**config.mk**
```make
export PLATFORM = sky130hd
export DESIGN_NAME = desagrupate_flat
export DESIGN_NICKNAME = d
export VERILOG_FILES = /design/src/rtl/desagrupate_pkg.sv /design/src/rtl/desagrupate_if.sv /design/src/rtl/desagrupate.sv /design/src/flat_wrapper.sv
export SDC_FILE = /design/constraint.sdc
export NUM_CORES = 1
export LEC_CHECK = 0
export CAP_MARGIN = 30
export CORE_ASPECT_RATIO = 1.2
export CORE_MARGIN = 5
export CORE_UTILIZATION = 54
export DETAILED_ROUTE_END_ITERATION = 10
export PLACE_DENSITY = 0.81
export SETUP_SLACK_MARGIN = 0.02
export SYNTH_ARGS = -nofsm -noshare
export SYNTH_HDL_FRONTEND = slang
export SYNTH_SLANG_ARGS = --single-unit
```
**constraint.sdc**
```tcl
create_clock -name clk -period 6.7 [get_ports clk]
set_input_delay 2.01 -clock clk [delete_from_list [all_inputs] [get_ports clk]]
set_output_delay 2.01 -clock clk [all_outputs]
set_load 0.005 [all_outputs]
```
**src/rtl/desagrupate_pkg.sv**
```systemverilog
// Shared defaults and FSM encoding for the group packer/unpacker blocks.
package desagrupate_pkg;

  localparam int DEF_DATA_WIDTH             = 16;
  localparam int DEF_GROUP_SIZE             = 4;
  localparam int DEF_LOG_MAX_ITERS          = 16;
  localparam int DEF_LOG_MAX_READS_PER_ITER = 16;

  typedef enum logic {
    ST_IDLE = 1'b0,
    ST_RUN  = 1'b1
  } state_t;

endpackage

```
**src/rtl/desagrupate_if.sv**
```systemverilog
// Group-in / word-out handshake bundle for desagrupate.
interface desagrupate_if import desagrupate_pkg::*; #(
  parameter int DATA_WIDTH = DEF_DATA_WIDTH,
  parameter int GROUP_SIZE = DEF_GROUP_SIZE
) ();

  logic [GROUP_SIZE*DATA_WIDTH-1:0] data_in;
  logic                             valid_in;
  logic                             avail_out;
  logic [DATA_WIDTH-1:0]            data_out;
  logic                             valid_out;
  logic                             avail_in;
  logic                             last_out;

  modport slave (
    input  data_in, valid_in, avail_in,
    output avail_out, data_out, valid_out, last_out
  );

  modport master (
    output data_in, valid_in, avail_in,
    input  avail_out, data_out, valid_out, last_out
  );

endinterface

```
**src/rtl/desagrupate.sv**
```systemverilog
// Splits packed groups of GROUP_SIZE words into a word stream, lane 0 first,
// for num_iters x num_reads_per_iter groups per configured run.
module desagrupate import desagrupate_pkg::*; #(
  parameter int DATA_WIDTH             = DEF_DATA_WIDTH,
  parameter int GROUP_SIZE             = DEF_GROUP_SIZE,
  parameter int LOG_MAX_ITERS          = DEF_LOG_MAX_ITERS,
  parameter int LOG_MAX_READS_PER_ITER = DEF_LOG_MAX_READS_PER_ITER
) (
  input  logic                              clk,
  input  logic                              rst,
  input  logic                              configure,
  input  logic [LOG_MAX_ITERS-1:0]          num_iters,
  input  logic [LOG_MAX_READS_PER_ITER-1:0] num_reads_per_iter,
  desagrupate_if.slave                      bus
);

  localparam int LANE_W = (GROUP_SIZE > 1) ? $clog2(GROUP_SIZE) : 1;
  localparam logic [LANE_W-1:0]                 LAST_LANE = LANE_W'(GROUP_SIZE - 1);
  localparam logic [LANE_W-1:0]                 LANE_ONE  = LANE_W'(1);
  localparam logic [LOG_MAX_ITERS-1:0]          ITER_ONE  = LOG_MAX_ITERS'(1);
  localparam logic [LOG_MAX_READS_PER_ITER-1:0] READ_ONE  = LOG_MAX_READS_PER_ITER'(1);

  state_t state, state_nxt;

  logic [LOG_MAX_ITERS-1:0]          iters_q, iter_cnt;
  logic [LOG_MAX_READS_PER_ITER-1:0] reads_q, read_cnt;
  logic [GROUP_SIZE*DATA_WIDTH-1:0]  hold;
  logic [LANE_W-1:0]                 lane;
  logic                              full;
  logic                              hold_last;
  logic                              all_taken;

  logic run, zero_cfg, on_last_lane, valid_o, out_xfer, avail_o, in_xfer;
  logic final_read, final_group, last_o;
  logic [DATA_WIDTH-1:0] word;

  assign run          = (state == ST_RUN);
  assign zero_cfg     = (iters_q == '0) || (reads_q == '0);
  assign on_last_lane = (lane == LAST_LANE);
  assign valid_o      = run && full;
  assign out_xfer     = valid_o && bus.avail_in;
  // Refill is allowed in the same cycle the final lane leaves, so a new group
  // can follow back-to-back without a bubble.
  assign avail_o      = run && !zero_cfg && !all_taken && (!full || (out_xfer && on_last_lane));
  assign in_xfer      = bus.valid_in && avail_o;
  assign final_read   = (read_cnt == reads_q - READ_ONE);
  assign final_group  = final_read && (iter_cnt == iters_q - ITER_ONE);
  assign last_o       = valid_o && hold_last && on_last_lane;

  always_comb begin
    word = '0;
    for (int k = 0; k < GROUP_SIZE; k++) begin
      if (lane == LANE_W'(k)) word = hold[k*DATA_WIDTH +: DATA_WIDTH];
    end
  end

  assign bus.avail_out = avail_o;
  assign bus.valid_out = valid_o;
  assign bus.last_out  = last_o;
  assign bus.data_out  = word;

  always_ff @(posedge clk or posedge rst) begin
    if (rst) state <= ST_IDLE;
    else     state <= state_nxt;
  end

  always_comb begin
    state_nxt = state;
    if (configure) begin
      state_nxt = ST_RUN;
    end else begin
      case (state)
        ST_IDLE: state_nxt = ST_IDLE;
        ST_RUN:  if (zero_cfg || (out_xfer && last_o)) state_nxt = ST_IDLE;
        default: state_nxt = ST_IDLE;
      endcase
    end
  end

  // Counters, holding register and lane pointer
  always_ff @(posedge clk or posedge rst) begin
    if (rst) begin
      iters_q   <= '0;
      reads_q   <= '0;
      iter_cnt  <= '0;
      read_cnt  <= '0;
      hold      <= '0;
      lane      <= '0;
      full      <= 1'b0;
      hold_last <= 1'b0;
      all_taken <= 1'b0;
    end else if (configure) begin
      iters_q   <= num_iters;
      reads_q   <= num_reads_per_iter;
      iter_cnt  <= '0;
      read_cnt  <= '0;
      hold      <= '0;
      lane      <= '0;
      full      <= 1'b0;
      hold_last <= 1'b0;
      all_taken <= 1'b0;
    end else if (in_xfer) begin
      hold      <= bus.data_in;
      full      <= 1'b1;
      lane      <= '0;
      hold_last <= final_group;
      if (final_group) all_taken <= 1'b1;
      if (final_read) begin
        read_cnt <= '0;
        iter_cnt <= iter_cnt + ITER_ONE;
      end else begin
        read_cnt <= read_cnt + READ_ONE;
      end
    end else if (out_xfer) begin
      if (on_last_lane) begin
        full <= 1'b0;
        lane <= '0;
      end else begin
        lane <= lane + LANE_ONE;
      end
    end
  end

endmodule

```
**src/flat_wrapper.sv**
```systemverilog
// flat-port wrapper written by rule: the top's interface ports become plain ports
module desagrupate_flat import desagrupate_pkg::*;
#(
  parameter int DATA_WIDTH             = DEF_DATA_WIDTH,
  parameter int GROUP_SIZE             = DEF_GROUP_SIZE,
  parameter int LOG_MAX_ITERS          = DEF_LOG_MAX_ITERS,
  parameter int LOG_MAX_READS_PER_ITER = DEF_LOG_MAX_READS_PER_ITER
)
  (clk, rst, configure, num_iters, num_reads_per_iter, bus_data_in, bus_valid_in, bus_avail_in, bus_avail_out, bus_data_out, bus_valid_out, bus_last_out);
  desagrupate_if #(.DATA_WIDTH(DATA_WIDTH), .GROUP_SIZE(GROUP_SIZE)) bus_i ();
  input  logic clk;
  input  logic rst;
  input  logic configure;
  input  logic [LOG_MAX_ITERS-1:0] num_iters;
  input  logic [LOG_MAX_READS_PER_ITER-1:0] num_reads_per_iter;
  input wire logic [$bits(bus_i.data_in)-1:0] bus_data_in;
  input wire logic [$bits(bus_i.valid_in)-1:0] bus_valid_in;
  input wire logic [$bits(bus_i.avail_in)-1:0] bus_avail_in;
  output wire logic [$bits(bus_i.avail_out)-1:0] bus_avail_out;
  output wire logic [$bits(bus_i.data_out)-1:0] bus_data_out;
  output wire logic [$bits(bus_i.valid_out)-1:0] bus_valid_out;
  output wire logic [$bits(bus_i.last_out)-1:0] bus_last_out;
  assign bus_i.data_in = bus_data_in;
  assign bus_i.valid_in = bus_valid_in;
  assign bus_i.avail_in = bus_avail_in;
  assign bus_avail_out = bus_i.avail_out;
  assign bus_data_out = bus_i.data_out;
  assign bus_valid_out = bus_i.valid_out;
  assign bus_last_out = bus_i.last_out;
  desagrupate #(.DATA_WIDTH(DATA_WIDTH), .GROUP_SIZE(GROUP_SIZE), .LOG_MAX_ITERS(LOG_MAX_ITERS), .LOG_MAX_READS_PER_ITER(LOG_MAX_READS_PER_ITER)) u_core (.clk(clk), .rst(rst), .configure(configure), .num_iters(num_iters), .num_reads_per_iter(num_reads_per_iter), .bus(bus_i));
endmodule
```
## Word-level counts from Yosys, hierarchy flattened

Index checks and enable logic that the tools add are counted.

- Word-level logic and storage cells: 77
- Output and inout port bits: 19
- Bits of input ports: 101
- Flip-flop bits (word level): 134

- Eq/ne operators: 5
- Mux-type cells: 28
- Bitwise operators: 1
- Add/subtract/negate cells: 5
- Reductions and logical operators: 28

Operators by type and width:

| kind | count |
|---|---|
| $mux W16 | 10 |
| $mux W64 | 2 |
| $add A16 B1 Y16 const B | 2 |
| $eq A16 B16 Y1 | 2 |
| $logic_not A16 Y1 | 2 |
| $sub A16 B1 Y16 const B | 2 |
| $logic_and A1 B1 Y1 | 11 |
| $mux W1 | 11 |
| $mux W2 | 4 |
| $reduce_and A2 Y1 | 3 |
| $reduce_bool A2 Y1 | 3 |
| $reduce_bool A3 Y1 | 2 |
| $eq A2 B2 Y1 const B | 2 |
| $logic_not A1 Y1 | 3 |
| $logic_or A1 B1 Y1 | 3 |
| $add A2 B1 Y2 const B | 1 |
| $eq A2 B1 Y1 const B | 1 |
| $logic_not A2 Y1 | 1 |
| $pmux W1 S2 | 1 |
| $not A1 Y1 | 1 |

## Longest topological paths before layout

Gate-level depths: netlist (run 1).

- Depth after elaboration: 9
- Mapped depth: 11
- Gate-level depth less buffers: 10

## Worst setup path before layout (run 1)

Ideal clock, no wire load.

- Path kind: input-to-output
- Start point: in bus_avail_in
- End point: out bus_avail_out
- Setup slack: 2.363 ns
- Cell stages on the path: 3
- Path buffers: 0
- Arrival time: 2.327 ns
- Cell sequence: nand3_1 > nand2_1 > and3_1

- Cells in the longest elaborated chain, start to end: 4

RTL lines:

| what | line | text |
|---|---|---|
| start: declaration | flat_wrapper.sv:18 | `input wire logic [$bits(bus_i.avail_in)-1:0] bus_avail_in;` |
| $logic_and A1 B1 Y1 | desagrupate.sv:41 | `assign out_xfer = valid_o && bus.avail_in;` |
| $logic_and A1 B1 Y1 | desagrupate.sv:44 | `assign avail_o = run && !zero_cfg && !all_taken && (!full \|\| (out_xfer && on_last_lane));` |
| $logic_or A1 B1 Y1 | desagrupate.sv:44 |  |
| $logic_and A1 B1 Y1 | desagrupate.sv:44 |  |
| end: declaration | flat_wrapper.sv:19 | `output wire logic [$bits(bus_i.avail_out)-1:0] bus_avail_out;` |

Every way passes these cells.

## Worst setup path after layout (run 1)

Same ends and word-level chain as after synthesis.

==> results of run 1 <==
[per-stage QoR]
step / power [W] / cells / utilization / cell area [um2]
after floorplan: 0.00106 / 824 / - / 7230
after global placement: 0.00118 / 1066 / 0.644 / 8490
after detailed placement: 0.00119 / 1066 / 0.644 / 8490
after CTS: 0.00216 / 1098 / 0.690 / 9100
after global routing: 0.00223 / 1100 / 0.692 / 9110
final: 0.00214 / 1102 / 0.692 / 9120
[sequential cells by signal, summed over array words and instances, names as in the netlist]
signal	cells
u_core.hold	64
u_core.iter_cnt	16
u_core.iters_q	16
u_core.read_cnt	16
u_core.reads_q	16
u_core.lane	2
u_core.all_taken	1
u_core.full	1
u_core.hold_last	1
u_core.run	1
[layout make-up]
cell class                 instances  share of cell area
multi-input combinational        623               0.397
sequential                       134               0.368
timing repair buffer             127               0.138
clock buffer                      19              0.0486
tap                              168              0.0230
clock inverter                    13              0.0185
inverter                          15             0.00645
antenna                            3            0.000823
[power groups by stage]
stage          clock network [W]  registers, W  logic, W
2_1_floorplan                  0      0.000898  0.000164
3_3_place_gp                   0      0.000916  0.000266
3_5_place_dp                   0      0.000916  0.000271
4_1_cts                 0.000980      0.000903  0.000274
5_1_grt                  0.00101      0.000910  0.000301
6_report                0.000967      0.000904  0.000272
[final timing paths]
kind	endpoint	slack (ns)	cells past startpoint
max in group asynchronous	u_core.iters_q[0]$_DFFE_PP0P_	3.68	3
max reg2reg	u_core.iter_cnt[13]$_DFFE_PP0P_	2.96	9
min reg2reg	u_core.hold_last$_DFFE_PP0P_	0.48	2
min in group asynchronous	u_core.hold[51]$_DFFE_PP0P_	2.01	2
max	bus_avail_out	1.17	5
min	u_core.hold_last$_DFFE_PP0P_	0.48	2
[routing by layer]
layer / routed length [um] / vias to the layer above
li1: - / 3029
met3: 1020 / 26
met1: 8090 / 3054
met4: 308 / 0
met2: 9070 / 197
met5: 0 / -
[kinds of logic after synthesis]
logic type,share of synthesized area
buf+inv,0.0360
compound gates,0.136
xor+xnor,0.0715
fa+ha+maj,0.0173
flops,0.464
mux,0.0521
simple gates,0.223
[cell usage after synthesis, types with 2 or more instances]
| library cell | instances | area share |
|---|---|---|
| nand2_1 | 182 | 0.094 |
| dfrtp_1 | 134 | 0.46 |
| a21oi_1 | 95 | 0.066 |
| nor2_1 | 45 | 0.023 |
| xnor2_1 | 43 | 0.052 |
| clkbuf_1 | 39 | 0.020 |
| o21ai_0 | 33 | 0.023 |
| mux2_2 | 29 | 0.045 |
| nor3_1 | 28 | 0.019 |
| nand3_1 | 21 | 0.015 |
| xor2_1 | 16 | 0.019 |
| a22oi_1 | 15 | 0.016 |
| inv_1 | 15 | 0.0078 |
| nor4_1 | 13 | 0.011 |
| and3_1 | 11 | 0.0095 |
| buf_1 | 10 | 0.0052 |
| ha_1 | 10 | 0.017 |
| nand4_1 | 10 | 0.0087 |
| a21o_1 | 6 | 0.0062 |
| mux2i_1 | 5 | 0.0069 |
| nand3b_1 | 5 | 0.0052 |
| nor2b_1 | 5 | 0.0043 |
| a211oi_1 | 4 | 0.0042 |
| a21bo_2 | 4 | 0.0055 |
| or4_1 | 4 | 0.0042 |
| a31oi_1 | 3 | 0.0026 |
| nand2b_1 | 3 | 0.0026 |
| nor3b_1 | 3 | 0.0031 |
| or3_1 | 3 | 0.0026 |
| and2_1 | 2 | 0.0017 |
| and4_1 | 2 | 0.0024 |
| buf_4 | 2 | 0.0021 |
| nand4b_1 | 2 | 0.0024 |
| nor4b_1 | 2 | 0.0024 |
| o211ai_1 | 2 | 0.0021 |
| o21bai_1 | 2 | 0.0021 |
| o22ai_1 | 2 | 0.0017 |
| o41ai_1 | 2 | 0.0024 |
[worst min-delay path, cell delays in order (launching register included)]
cell and delay [ns]:
dfrtp_1 0.33, nand2_1 0.04, o21ai_0 0.07
==> impl_results.md, run 1 <==
- Status: finished, final reports clean
- Met1 Usage GRT: 0.341
- Setup TNS after final layout: 0 ns
- Die H: 137 um
- Crit. End Element: output pin
- CTS Buf Count: 17
- Post-route ant nets: 0
- DR DRC count: 0
- Syn_nets: 935
- Leak pwr: 3.69 nW
- Most used cell, CP: clkdlybuf4s50_1
- Root buf cell: clkbuf_16
- #FFs+latches synth: 134
- Min-delay src: u_core.hold_last$_DFFE_PP0P_
- Initial Utilization: 0.549
- Post-synth EDFFs: 0
- Storage cell area: 3350 um2
- Worst slack, placed: 1.19 ns
- Post-Synthesis Cell Area: 7230 um2
- Clock Sinks: 134
- Clock Latency Late Sink: 0.43 ns
- Final hold vios: 0
- RR Startpoint: u_core.reads_q[2]$_DFFE_PP0P_
- Period utilisation layout: 0.825
- Clock Pin Slew Worst Setup and Hold Paths: 0.06 ns
- Post-DP HPWL: 12,600 um
- Synth cell types: 50
- WL final: 18,500 um
- Initial DRC Count: 620
- Final setup skew: 0.00966 ns
- CP max FO: 3
- Slowest cell delay on critical path: 0.54 ns
- Row count: 46
- Final nets: 1,029
- Top delay family on crit path: buffers and inverters
- Worst-Margin Slew: 0.990 ns
- Fillers: 1,035
- Clk pwr share: 0.451
- Cts hold-fix bufs: 0
- Post-route setup slack: 1.17 ns
- Worst-case clock buffer depth: 2
- Worst Hold Slack: 0.484 ns
- Area occupied by multi-input gates: 3620 um2
- RSZ-0062 raised after global routing: false
- Async SR Flop Fraction: 1.00
- Ys Warns: 0
- Crit path time final: 5.53 ns
- Pwr/cell area: 235 nW/um2
- Grt met3 use: 0.0416
- Die X: 116 um
- Final RePlAce weighted congestion: 0.885
- GRT Max-Usage Layer: met2
- Worst VDD drop: 0.181 mV
- Relative slew slack: 0.339
- Setup bufs post-CTS: 0
- Final setup vio count: 0
- Slew Limit Fails: 0
- H-tree Lvls: 4
- Commonest non-fill, non-tap cell in the layout: nand2_1
- CP required: 4.69 ns
- Switching power: 0.000551 W
- Average wire per standard cell: 16.8 um
- CORE AREA: 13,200 um2
- Total GRT Usage: 0.241
- CP Buf/Inv Count: 2
- Most frequent cells in the layout: nand2_1, dfrtp_1, clkdlybuf4s50_1, a21oi_1, nor2_1
- Comb pwr share: 0.127
- Share of cells above drive strength 1: 0.0870
- Seq pwr share: 0.422
- Worst EP arrival: 3.52 ns
- CTS tree: built
- Max cap viols: 0
- Post-Syn Area per Cell: 8.78 um2
- Cell Chain, Critical Path: clkdlybuf4s50_1, nand3_1, nand2_1, and3_1, clkdlybuf4s50_1
- First-pass GRT wire length: 29,900 um
- Worst hold path class: reg2reg
- Max Fclk: 0.181 GHz
- Via/cell ratio: 5.72
- Area Overhead vs Synth: 26.1%
- First drt pass iteration count: 5
- Total die area: 15,800 um2
- Port bufs: 119
- Worst Setup Start Kind: input pin
- Mapped Cells: 824
- Slowest cell on the critical path: clkdlybuf4s50_1
- Vias: 6,306
- Resize count post-CTS: 0
- Internal Power: 0.00159 W
- M2 GR Usage: 0.368
- Total I/O pin count: 120
- Switching Fraction: 0.257
- CP startpoint: bus_avail_in
- Setup CP Type: in2out
- Ys flop type: dfrtp_1
- Vias in the first global route: 5,952
- Pin count of the biggest net entering global routing: 91
- GRT overflow: 0
- Seq/Total Area, Yosys: 0.464
- Initial antenna violation count: 1
No activity file was read; power rests on OpenSTA's default activity.
==> run 2: changes to the inputs <==
--- a/config.mk
+++ b/config.mk
@@ -8,9 +8,9 @@
 export CAP_MARGIN = 30
 export CORE_ASPECT_RATIO = 1.2
 export CORE_MARGIN = 5
-export CORE_UTILIZATION = 54
+export CORE_UTILIZATION = 49
 export DETAILED_ROUTE_END_ITERATION = 10
-export PLACE_DENSITY = 0.81
+export PLACE_DENSITY = 0.77
 export SETUP_SLACK_MARGIN = 0.02
 export SYNTH_ARGS = -nofsm -noshare
 export SYNTH_HDL_FRONTEND = slang
==> constraint.sdc (replaced) <==
create_clock -name clk -period 4.7 [get_ports clk]
set_input_delay 1.41 -clock clk [delete_from_list [all_inputs] [get_ports clk]]
set_output_delay 1.41 -clock clk [all_outputs]
set_load 0.005 [all_outputs]
==> run 2 against run 1 <==
  * Register-to-register slack got worse by 1.8 ns
  * Non-clock buffer count increased by 4
  * Via count decreased by 1.2%
  * Clock power increased by 29%
  * Final area decreased by 0.16%
  * Count of clock-buffer cells in the layout increased by 1
  * Total power increased by 37%
==> impl_results.md, run 2 (synthesis gave the netlist of run 1 again) <==
- Commonest non-fill, non-tap cell in the layout: nand2_1
- Clock Sinks: 134
- Worst-Margin Slew: 0.831 ns
- Post-place instance area: 8550 um2
- Final hold vios: 0
- Share of cells above drive strength 1: 0.0899
- Setup TNS after final layout: 0 ns
- First drt pass iteration count: 4
- Total die area: 17,300 um2
- CP required: 3.29 ns
- CP max FO: 3
- Post-route ant nets: 0
- Worst hold path class: reg2reg
- Crit path time final: 4.22 ns
- Crit. End Element: output pin
- CORE AREA: 14,400 um2
- Final setup vio count: 0
- First-pass GRT wire length: 30,000 um
- Ant. Diodes: 0
- Initial DRC Count: 469
- Average wire per standard cell: 16.8 um
- Final setup skew: 0.00735 ns
- Slew Limit Fails: 0
- Status: finished, final reports clean
- Total I/O pin count: 120
- Setup CP Type: in2out
- Vias in the first global route: 5,987
- Worst Setup Start Kind: input pin
- Die X: 121 um
- Relative slew slack: 0.438
- Port bufs: 119
- Vias: 6,232
- Initial Utilization: 0.502
- Worst EP arrival: 2.81 ns
- DR DRC count: 0
- CTS tree: built
- Pwr/cell area: 322 nW/um2
- Clock Pin Slew Worst Setup and Hold Paths: 0.06 ns
- Worst VDD drop: 0.259 mV
- Resize count post-CTS: 0
- Most frequent cells in the layout: nand2_1, dfrtp_1, clkdlybuf4s50_1, a21oi_1, nor2_1
- Final RePlAce weighted congestion: 0.859
- Worst-case clock buffer depth: 2
- Row count: 48
- Total GRT Usage: 0.218
- Root buf cell: clkbuf_16
- Die H: 143 um
- Largest register by flop count: u_core.hold
- Area Overhead vs Synth: 25.9%
- Via/cell ratio: 5.62
- GRT overflow: 0
- WL final: 18,700 um
- H-tree Lvls: 4
- Period utilisation layout: 0.898
- Max cap viols: 0
- Post-DP HPWL: 12,700 um
- Max Fclk: 0.237 GHz
- Fin area: 9100 um2
- Clock Latency Late Sink: 0.42 ns
- RSZ-0062 raised after global routing: false
- Setup bufs post-CTS: 0
- Pin count of the biggest net entering global routing: 135
- Initial antenna violation count: 0
- CTS Buf Count: 17
- Max reg flops: 64
- Leak pwr: 3.69 nW
- Final nets: 1,033
- Cts hold-fix bufs: 0
==> run 2: cell types whose count changed in the layout (fill, tap and decap cells not counted) <==
cell       change
clkinv_2       +2
buf_8          -1
bufinv_16      -2
clkinv_4       +3
buf_4          +4
clkbuf_8       +1
buf_12         +1
diode_2        -3
inv_4          -1
inv_6          -4
==> run 2: final timing paths <==
kind	cells after the start	start	end	slack, ns
min in group asynchronous	3	rst	u_core.reads_q[0]$_DFFE_PP0P_	1.56
hold reg to reg	2	u_core.hold_last$_DFFE_PP0P_	u_core.hold_last$_DFFE_PP0P_	0.49
setup / recovery	5	bus_avail_in	bus_avail_out	0.48
setup reg to reg	9	u_core.reads_q[4]$_DFFE_PP0P_	u_core.iter_cnt[1]$_DFFE_PP0P_	1.20
hold / removal	2	u_core.hold_last$_DFFE_PP0P_	u_core.hold_last$_DFFE_PP0P_	0.49
max in group asynchronous	3	rst	u_core.iters_q[10]$_DFFE_PP0P_	2.61
==> run 2: critical path, cell delays in order <==
cell             delay, ns
clkdlybuf4s50_1       0.50
nand3_1               0.09
nand2_1               0.10
and3_1                0.20
clkdlybuf4s50_1       0.51
==> run 2: report_power, final <==
part | leakage, nW | total [W] | switching [W] | internal (W)
Clock | 0.268 | 0.00125 | 0.000501 | 0.000753
Sequential | 1.76 | 0.00129 | 0.0000683 | 0.00122
Combinational | 1.66 | 0.000394 | 0.000194 | 0.000200
==> run 2: per-stage QoR <==
| step | hold WS (ns) | total power, W | setup slack [ns] | util | cells |
|---|---|---|---|---|---|
| floorplan | 0.442 | 0.00151 | 1.54 | - | 824 |
| global placement | 0.458 | 0.00169 | 0.505 | 0.593 | 1078 |
| detailed placement | 0.480 | 0.00170 | 0.477 | 0.593 | 1078 |
| CTS | 0.491 | 0.00296 | 0.476 | 0.632 | 1109 |
| global route | 0.539 | 0.00306 | 0.357 | 0.632 | 1109 |
| finish | 0.488 | 0.00293 | 0.477 | 0.632 | 1109 |
==> run 2: final cells by class <==
class                           count  area, um2
Clock buffer                       20        457
Clock inverter                     11        103
Fill cell                        1245       5310
Inverter                           15       60.1
Multi-Input combinational cell    623       3620
Sequential cell                   134       3350
Tap cell                          175        219
Timing Repair Buffer              131       1290
==> run 2: routing by layer <==
| layer | routed length (um) | GRT usage | up-vias |
|---|---|---|---|
| met5 | 0 | 0 | - |
| met4 | 448 | 0.0925 | 0 |
| met3 | 718 | 0.0380 | 33 |
| met2 | 9300 | 0.353 | 161 |
| met1 | 8190 | 0.288 | 3001 |
| li1 | - | - | 3037 |
==> RTL edit, RTL diff (settings of run 1) <==
`DEF_LOG_MAX_READS_PER_ITER`: 16 -> 15.
--- a/src/rtl/desagrupate_pkg.sv
+++ b/src/rtl/desagrupate_pkg.sv
@@ -5,5 +5,5 @@
   localparam int DEF_GROUP_SIZE             = 4;
   localparam int DEF_LOG_MAX_ITERS          = 16;
-  localparam int DEF_LOG_MAX_READS_PER_ITER = 16;
+  localparam int DEF_LOG_MAX_READS_PER_ITER = 15;
 
   typedef enum logic {
Ports: changed (resized num_reads_per_iter); port bits go from 120 to 119. The function was not compared with the original's and may differ.
==> RTL edit against run 1 <==
- sequential cell count is 2 lower
- setup slack better by 120 ps
- total power is 0.45% lower
- first-iteration DRC count is 14% lower
- cell area is 1.0% lower
- area after synthesis is 1.2% lower
- largest cell class unchanged
- critical endpoint unchanged
- largest power group unchanged
- sequential power is 2% lower
- routed wire length is 1.4% lower
==> RTL edit: results (changes against run 1) <==
post-DP HPWL 12.4 mm (-1.4%); initial detailed-routing violation count 535 (-14%); combined global-route utilization of all metal layers 23.9% (-0.19 points); status complete, no violations; first-pass GRT wire length 30.0 mm (+0.23%); post-route minimum period 5400 ps (-123 ps); IR drop worst, VDD 0.178 mV (-1.8%); Area Growth Syn to Fin 26.3%; worst-margin pin slew 1010 ps (+22.1 ps); Mapped Nets 923 (-1.3%); critical path arrival 3390 ps (-130 ps); worst reg2reg path startpoint u_core.reads_q[0]$_DFFE_PP0P_; count of input and output buffers 118 (-0.84%); part of the total power dissipated in the clock network 45.7% (+0.6 points); multi-input logic area 0.00361 mm² (-0.45%); via count of the first global-routing pass 6194 (+4.1%); multi-input combinational cell count 619 (-0.64%); met1 layer usage reported by global route 31.3% (-2.8 points); Final clock-cell share 6.90% (+0.19 points); Fillers 1029 (-0.58%); seq pwr 0.000885 W (-2%); gate count of the mapped netlist 813 (-1.3%); Detail Route met2 WL 9.01 mm (-0.72%); post-detailed-route via-to-cell ratio 5.80 (+1.4%); met2 capacity usage during global routing 40.0% (+3.2 points); NonClk Buf Share 13.7% (-0.055 points); insertion delay of the later-clocked pin in the worst-skew pair 410 ps (-20 ps); clock skew after layout 13.6 ps (+3.94 ps); met3 capacity usage during global routing 4.36% (+0.21 points); number of antenna violations at the first check in global routing 0 (-1); largest cells by area after synthesis sky130_fd_sc_hd__dfrtp_1 46%, sky130_fd_sc_hd__nand2_1 9.5%, sky130_fd_sc_hd__a21oi_1 7.1%, sky130_fd_sc_hd__mux2_2 4.3%, sky130_fd_sc_hd__xnor2_1 3.2%; Non-clock buffers 125 (-1.6%); slack of the worst reg-to-reg path 3170 ps (+210 ps); largest net degree at the start of global routing 73 (-20%); RR Endpoint u_core.all_taken$_DFFE_PP0P_
RTL edit: changes by cell type after synthesis, moves of 5 or more:
cell,change
sky130_fd_sc_hd__or3_1,+12
sky130_fd_sc_hd__clkbuf_1,+7
sky130_fd_sc_hd__nand3_1,+5
sky130_fd_sc_hd__buf_1,-8
sky130_fd_sc_hd__a21oi_1,+7
sky130_fd_sc_hd__o311ai_0,+6
sky130_fd_sc_hd__nor2_1,-7
sky130_fd_sc_hd__nor4_1,-10
sky130_fd_sc_hd__xnor2_1,-17
sky130_fd_sc_hd__and2_1,+5
sky130_fd_sc_hd__o21ai_0,+5
RTL edit: cells by family (layout without fill, tap and decap cells):
family | Yosys count | count (layout) | share of synthesized area [%]
XOR/XNOR | 43 | 43 | 5.27
multiplexers | 31 | 31 | 4.81
adder cells (fa/ha/maj) | 10 | 10 | 1.75
AND/OR/NAND/NOR | 347 | 347 | 23.3
buffers and inverters | 62 | 169 | 3.38
flip-flops | 132 | 132 | 46.2
AO/OA/AOI/OAI | 188 | 188 | 15.2
RTL edit: worst min path at each step:
stage	to	startpoint	slack, ps	cells after the start
finish	u_core.hold[60]$_DFFE_PP0P_	u_core.hold[60]$_DFFE_PP0P_	520	2
global route	u_core.hold[46]$_DFFE_PP0P_	u_core.hold[46]$_DFFE_PP0P_	540	2
global placement	u_core.hold_last$_DFFE_PP0P_	u_core.hold_last$_DFFE_PP0P_	510	1
CTS	u_core.all_taken$_DFFE_PP0P_	u_core.all_taken$_DFFE_PP0P_	520	1
floorplan	u_core.hold_last$_DFFE_PP0P_	u_core.hold_last$_DFFE_PP0P_	460	1
detailed placement	u_core.all_taken$_DFFE_PP0P_	u_core.all_taken$_DFFE_PP0P_	500	1
